$ cat config.mk
export PLATFORM = sky130hd
export DESIGN_NAME = bus_arbiter_mux
export DESIGN_NICKNAME = d
export VERILOG_FILES = /design/src/rtl/bus_arbiter_mux.sv
export SDC_FILE = /design/constraint.sdc
export NUM_CORES = 1
export LEC_CHECK = 0
export ABC_AREA = 0
export BUFFER_PORTS_ARGS = -buffer_cell sky130_fd_sc_hd__buf_4
export CAP_MARGIN = 20
export CORE_AREA = 2 2 453 455
export CTS_BUF_LIST = sky130_fd_sc_hd__clkbuf_4 sky130_fd_sc_hd__clkbuf_8
export CTS_CLUSTER_DIAMETER = 50
export CTS_CLUSTER_SIZE = 24
export DETAILED_ROUTE_END_ITERATION = 12
export DIE_AREA = 0 0 455 457
export GPL_TIMING_DRIVEN = 0
export SLEW_MARGIN = 20
export SYNTH_ARGS = -nofsm -noshare
export SYNTH_HDL_FRONTEND = slang
export SYNTH_SLANG_ARGS = --single-unit
$ cat constraint.sdc
create_clock -name clk -period 8.8 [get_ports clk]
set_clock_uncertainty 0.05 [all_clocks]
set_input_delay 1.76 -clock clk [delete_from_list [all_inputs] [get_ports clk]]
set_output_delay 1.76 -clock clk [all_outputs]
set_load 0.02 [all_outputs]
$ cat src/rtl/bus_arbiter_mux.sv
// bus_arbiter_mux: shared-bus source selector.
// Direct mode drives the bus from one-hot enables supplied by the control unit.
// Arbitrated mode hands the bus out round-robin, with a bounded hold time per owner.
// Also reports the winning source index and a sticky multi-driver conflict flag.
module bus_arbiter_mux #(
    parameter int WIDTH    = 32,
    parameter int NSRC     = 32,
    parameter int SEL_W    = $clog2(NSRC),
    parameter int MAX_HOLD = 4,
    parameter int REG_OUT  = 1
) (
    input  logic                    clk,
    input  logic                    clr,
    input  logic                    mode,
    input  logic [NSRC*WIDTH-1:0]   bus_in,
    input  logic [NSRC-1:0]         sel_onehot,
    input  logic [NSRC-1:0]         req,
    input  logic                    conflict_clr,
    output logic [WIDTH-1:0]        bus_out,
    output logic                    bus_valid,
    output logic [NSRC-1:0]         grant,
    output logic [SEL_W-1:0]        src_id,
    output logic                    conflict
);

    localparam int CNT_W = $clog2(MAX_HOLD + 1);

    typedef enum logic {IDLE = 1'b0, OWN = 1'b1} state_t;

    state_t             state, state_nxt;
    logic [SEL_W-1:0]   owner, owner_nxt;
    logic [SEL_W-1:0]   ptr, ptr_nxt;
    logic [CNT_W-1:0]   cnt, cnt_nxt;
    logic [NSRC-1:0]    grant_nxt;

    logic [WIDTH-1:0]   srcs [NSRC];

    logic [SEL_W-1:0]   dir_win;
    logic               dir_any;
    logic               dir_multi;

    logic [SEL_W-1:0]   owner_inc;
    logic [SEL_W-1:0]   arb_start;
    logic [SEL_W-1:0]   arb_win;
    logic               arb_hit;

    logic [WIDTH-1:0]   sel_bus;
    logic               sel_valid;
    logic [SEL_W-1:0]   sel_src;

    logic [WIDTH-1:0]   bus_q;
    logic               valid_q;
    logic [SEL_W-1:0]   src_q;
    logic               conflict_nxt;

    // Index of the source found 'off' positions above 'base', wrapping past NSRC-1 to 0.
    function automatic logic [SEL_W-1:0] wrap_idx(input logic [SEL_W-1:0] base, input int off);
        int s;
        s = int'(base) + off;
        if (s >= NSRC) begin
            s = s - NSRC;
        end
        return SEL_W'(s);
    endfunction

    genvar gi;
    generate
        for (gi = 0; gi < NSRC; gi++) begin : g_unpack
            assign srcs[gi] = bus_in[gi*WIDTH +: WIDTH];
        end
    endgenerate

    assign dir_any   = |sel_onehot;
    assign dir_multi = |(sel_onehot & (sel_onehot - NSRC'(1)));
    assign owner_inc = (owner == SEL_W'(NSRC - 1)) ? '0 : owner + SEL_W'(1);

    // Direct mode: the lowest-numbered enabled driver wins.
    always_comb begin
        dir_win = '0;
        for (int i = NSRC - 1; i >= 0; i--) begin
            if (sel_onehot[i]) begin
                dir_win = SEL_W'(i);
            end
        end
    end

    // Round-robin scan: an idle arbiter starts at ptr, a releasing owner starts just past itself.
    always_comb begin
        arb_start = (state == OWN) ? owner_inc : ptr;
        arb_hit   = 1'b0;
        arb_win   = '0;
        for (int k = NSRC - 1; k >= 0; k--) begin
            if (req[wrap_idx(arb_start, k)]) begin
                arb_hit = 1'b1;
                arb_win = wrap_idx(arb_start, k);
            end
        end
    end

    // Arbiter next state: grant, keep for up to MAX_HOLD cycles, hand over without a bubble.
    always_comb begin
        state_nxt = state;
        owner_nxt = owner;
        ptr_nxt   = ptr;
        cnt_nxt   = cnt;
        grant_nxt = grant;
        if (!mode) begin
            state_nxt = IDLE;
            grant_nxt = '0;
            cnt_nxt   = '0;
        end else if (state == IDLE) begin
            if (arb_hit) begin
                state_nxt = OWN;
                owner_nxt = arb_win;
                grant_nxt = NSRC'(1) << arb_win;
                cnt_nxt   = CNT_W'(1);
            end else begin
                grant_nxt = '0;
                cnt_nxt   = '0;
            end
        end else begin
            if (req[owner] && (cnt < CNT_W'(MAX_HOLD))) begin
                cnt_nxt = cnt + CNT_W'(1);
            end else begin
                ptr_nxt = owner_inc;
                if (arb_hit) begin
                    owner_nxt = arb_win;
                    grant_nxt = NSRC'(1) << arb_win;
                    cnt_nxt   = CNT_W'(1);
                end else begin
                    state_nxt = IDLE;
                    grant_nxt = '0;
                    cnt_nxt   = '0;
                end
            end
        end
    end

    // Arbiter state register.
    always_ff @(posedge clk or posedge clr) begin
        if (clr) begin
            state <= IDLE;
            owner <= '0;
            ptr   <= '0;
            cnt   <= '0;
            grant <= '0;
        end else begin
            state <= state_nxt;
            owner <= owner_nxt;
            ptr   <= ptr_nxt;
            cnt   <= cnt_nxt;
            grant <= grant_nxt;
        end
    end

    // Bus value for the current selection; an idle bus reads 0 and src_id keeps its last value.
    always_comb begin
        sel_bus   = '0;
        sel_valid = 1'b0;
        sel_src   = src_q;
        if (!mode) begin
            if (dir_any) begin
                sel_bus   = srcs[dir_win];
                sel_valid = 1'b1;
                sel_src   = dir_win;
            end
        end else if (state == OWN) begin
            sel_bus   = srcs[owner];
            sel_valid = 1'b1;
            sel_src   = owner;
        end
    end

    // Conflicts only arise in direct mode; a fresh conflict beats a simultaneous clear.
    always_comb begin
        conflict_nxt = conflict;
        if (!mode && dir_multi) begin
            conflict_nxt = 1'b1;
        end else if (conflict_clr) begin
            conflict_nxt = 1'b0;
        end
    end

    // Output and conflict registers.
    always_ff @(posedge clk or posedge clr) begin
        if (clr) begin
            bus_q    <= '0;
            valid_q  <= 1'b0;
            src_q    <= '0;
            conflict <= 1'b0;
        end else begin
            bus_q    <= sel_bus;
            valid_q  <= sel_valid;
            src_q    <= sel_src;
            conflict <= conflict_nxt;
        end
    end

    generate
        if (REG_OUT != 0) begin : g_reg
            assign bus_out   = bus_q;
            assign bus_valid = valid_q;
            assign src_id    = src_q;
        end else begin : g_comb
            assign bus_out   = sel_bus;
            assign bus_valid = sel_valid;
            assign src_id    = sel_src;
        end
    endgenerate

endmodule

==> metrics.csv <==
metric;value;unit
Post-synth ARST share;1.00;
Non-Filler Instances;7663;
Setup crit start kind;flop;
Net Count, Synth;4767;
worst vdd ir;233;uV
mux cell area share after synthesis;0.355;
Slew @ Worst Pin;1.23;ns
DIE AREA;208000;um^2
clock sink count;85;
Crit-path slowest cell;clkbuf_1;
final setup fails;0;
hold_buf cts;0;
Filler cells;22966;
std cell rows;166;
layout cells sized above 1;0.362;
Final min period;8.60;ns
Slew Viols, Final;0;
Max-Cap Viols;0;
largest net degree at the start of global routing;49;
Die X;455;um
Final Hold Fails;0;
cells after synthesis;3660;
gpl congestion;1.03;
RSZ-0062 raised after global routing;no;
DRT antenna net count;0;
worst r2r dst;grant[2];
Pre-antenna DRT Iters;6;
Mapped Area;28100;um^2
Power Density;375;nW/um^2
r2r startpoint;owner[0];
# port buffers;1161;
DR vias;41936;
adder-cell area share of the yosys netlist;0.00739;
Leakage;16.7;nW
hpwl dp;274;mm
Final TNS setup;0;ns
wire per inst;41.7;um
CP Class;flop to flop;
hold_sp;cnt[0];
initial antenna violation count;193;
Crit path arrival time;8.97;ns
vias in the first global route;40225;
top cell family by delay on the critical path;compound AO/OA/AOI/OAI gates;
post-synthesis compound-gate area fraction;0.206;
slew margin rel.;0.173;
syn avg cell area;7.67;um^2
initial DRC count;5998;
Die Y;457;um
final net count;5965;
design area;41300;um^2
CP Capture Type;flop;
EDFF count, synth;0;
DP Cell Count;7528;
most frequently used flop master after synthesis;dfrtp_1;
Root Driver;clkbuf_8;
simple-gate share of the synthesized area;0.288;
global-route usage over all layers;0.294;
crit-path max FO;12;
CTS tree;done;
Vias/cell;5.47;
max incr delay on CP;0.89;ns
Post-Route WL;319;mm
synth-to-layout area growth;47.0;%
WP data required;9.17;ns
warnings from Yosys;0;
total gr overflow;0;
Reg2Reg Depth;18;
R2R Setup Slk;0.20;ns
period utilization;0.978;
WP buf/inv;4;
Post-Synth XOR/XNOR Area;0.0141;
cell depth of the worst hold path;1;
Hold WC Path Type;flop to flop;
Worst-path clk slew;0.16;ns
unique cell type count in the Yosys netlist;103;
cell mode on critical path;clkbuf_1;
status;completed;
CP cell instances;ha_1, mux2i_4, inv_2, clkbuf_1, clkbuf_1, ha_1, clkbuf_1, a21oi_1, xnor2_1, nor3_1, a211oi_2, mux2_2, nand2_1, a2111oi_0, a41oi_1, a211oi_4, nor2_1, a22o_1;
overall power;0.0155;W
Core Area;203000;um^2
Fmax;116;MHz
hold endpoint;cnt[0];
first-pass GRT wire length;405;mm
clk buf depth;2;
IO Pins;1163;
largest family of logic cells by synthesized area;multiplexers;
sequential area share after synthesis;0.0757;
FF+latch count, synth;85;
Initial Util;0.138;
DRC Markers;0;
dpl cell area;40700;um^2
TritonCTS buffer count;9;
CTS H-tree depth;3;
worst skew pair latency;0.54;ns
-- repair_timing --
action / CTS / global route
endpoints found under the setup margin: 39 / 36
resized for setup: 8 / 13
buffers inserted: 0 / 7
pin swaps: 0 / 1
-- state kept, by name (all words and copies together) (netlist names) --
name,flops
bus_out,32
bus_valid,1
cnt,3
conflict,1
grant,32
owner,5
ptr,5
src_id,5
state,1
-- final cells by class --
class	instances	area, um^2	area share
Clock buffer	9	124	0.00300
Antenna cell	112	280	0.00679
Buffer	358	1500	0.0363
Tap cell	2688	3360	0.0814
Clock inverter	7	76.3	0.00185
Inverter	35	141	0.00342
Sequential cell	85	2130	0.0515
Timing Repair Buffer	1188	9130	0.221
Multi-Input combinational cell	3181	24600	0.595
-- cells in the mapped netlist (6+ instances only) --
cell type | number | area [um^2]
nor3_1 | 30 | 150
o21ai_1 | 12 | 60.1
o21a_1 | 6 | 45.0
nor2_1 | 90 | 338
a22o_1 | 26 | 228
o31ai_1 | 12 | 90.1
a2111oi_0 | 7 | 61.3
ha_1 | 15 | 188
clkbuf_1 | 283 | 1060
a21o_1 | 36 | 270
nor3b_1 | 10 | 75.1
a22oi_1 | 13 | 97.6
o211ai_1 | 55 | 413
a21oi_1 | 89 | 445
o22ai_1 | 10 | 62.6
nand2b_1 | 15 | 93.8
nand4_1 | 12 | 75.1
or2_2 | 6 | 37.5
buf_2 | 21 | 105
a21boi_0 | 6 | 45.0
a31oi_1 | 45 | 282
inv_1 | 28 | 105
a211oi_1 | 19 | 143
xnor2_1 | 26 | 228
o2111ai_1 | 8 | 70.1
nand2_1 | 1125 | 4220
a311oi_1 | 225 | 1970
and3_1 | 206 | 1290
mux2_2 | 23 | 259
nand3_1 | 227 | 1140
or3_1 | 8 | 50.1
nor4_1 | 19 | 119
buf_1 | 50 | 188
mux2i_1 | 131 | 1310
mux4_2 | 368 | 8290
and2_1 | 27 | 169
o21ai_0 | 151 | 756
dfrtp_1 | 85 | 2130
-- through the flow --
step / setup WS [ns] / util / hold slack (ns)
after floorplan: 2.03 / - / 0.386
after global placement: -2.73 / 0.198 / 0.402
after detailed placement: -1.63 / 0.200 / 0.430
after CTS: 0.0222 / 0.201 / 0.457
after global routing: 0.0428 / 0.203 / 0.481
final: 0.195 / 0.203 / 0.448
-- cell families (layout without fill, tap and decap cells) --
logic type,after synthesis,in the layout
compound gates,792,792
xor+xnor,35,35
fa+ha+maj,17,17
buf+inv,394,1597
flops,85,85
mux,528,528
other cells,0,112
simple gates,1809,1809
-- placed cells by master, fill, tap and decap left out, drive strengths merged, types with 112 or more instances in the layout --
master	count
a311oi	225
buf	1259
o21ai	164
diode	112
clkbuf	296
and3	206
mux2i	134
nand2	1125
nand3	228
mux4	369
-- how the worst max path moves through the flow --
stage | endpoint | depth (start not counted) | startpoint | slack (ns)
final | grant[2] | 18 | owner[0] | 0.20
after floorplan | grant[1] | 23 | owner[3] | 2.03
after global routing | grant[8] | 18 | owner[0] | 0.04
after CTS | grant[31] | 25 | owner[3] | 0.02
after global placement | grant[30] | 22 | owner[3] | -2.73
after detailed placement | grant[2] | 22 | owner[3] | -1.63
-- worst reg2reg max path: stages, from the launching register on --
cell and delay (ns):
dfrtp_1 0.45, ha_1 0.39, mux2i_4 0.20, inv_2 0.27, clkbuf_1 0.75, clkbuf_1 0.90
ha_1 0.59, clkbuf_1 0.69, a21oi_1 0.26, xnor2_1 0.63, nor3_1 0.23, a211oi_2 0.75
mux2_2 0.32, nand2_1 0.06, a2111oi_0 0.46, a41oi_1 0.25, a211oi_4 0.64, nor2_1 0.31
a22o_1 0.28
-- power breakdown --
part	switching, W	internal, W	leakage, nW
sequential	0.0000667	0.000480	1.10
clock	0.000264	0.000113	0.103
combinational	0.00945	0.00510	15.5
total	0.00978	0.00569	16.7
-- routing by layer --
metal,vias to the layer above,GRT usage,part of all wire
li1,16630,-,-
met1,21056,0.338,0.36
met2,3436,0.479,0.47
met3,756,0.0744,0.095
met4,58,0.196,0.078
met5,-,0,0.0012
No activity file was read; power rests on OpenSTA's default activity.
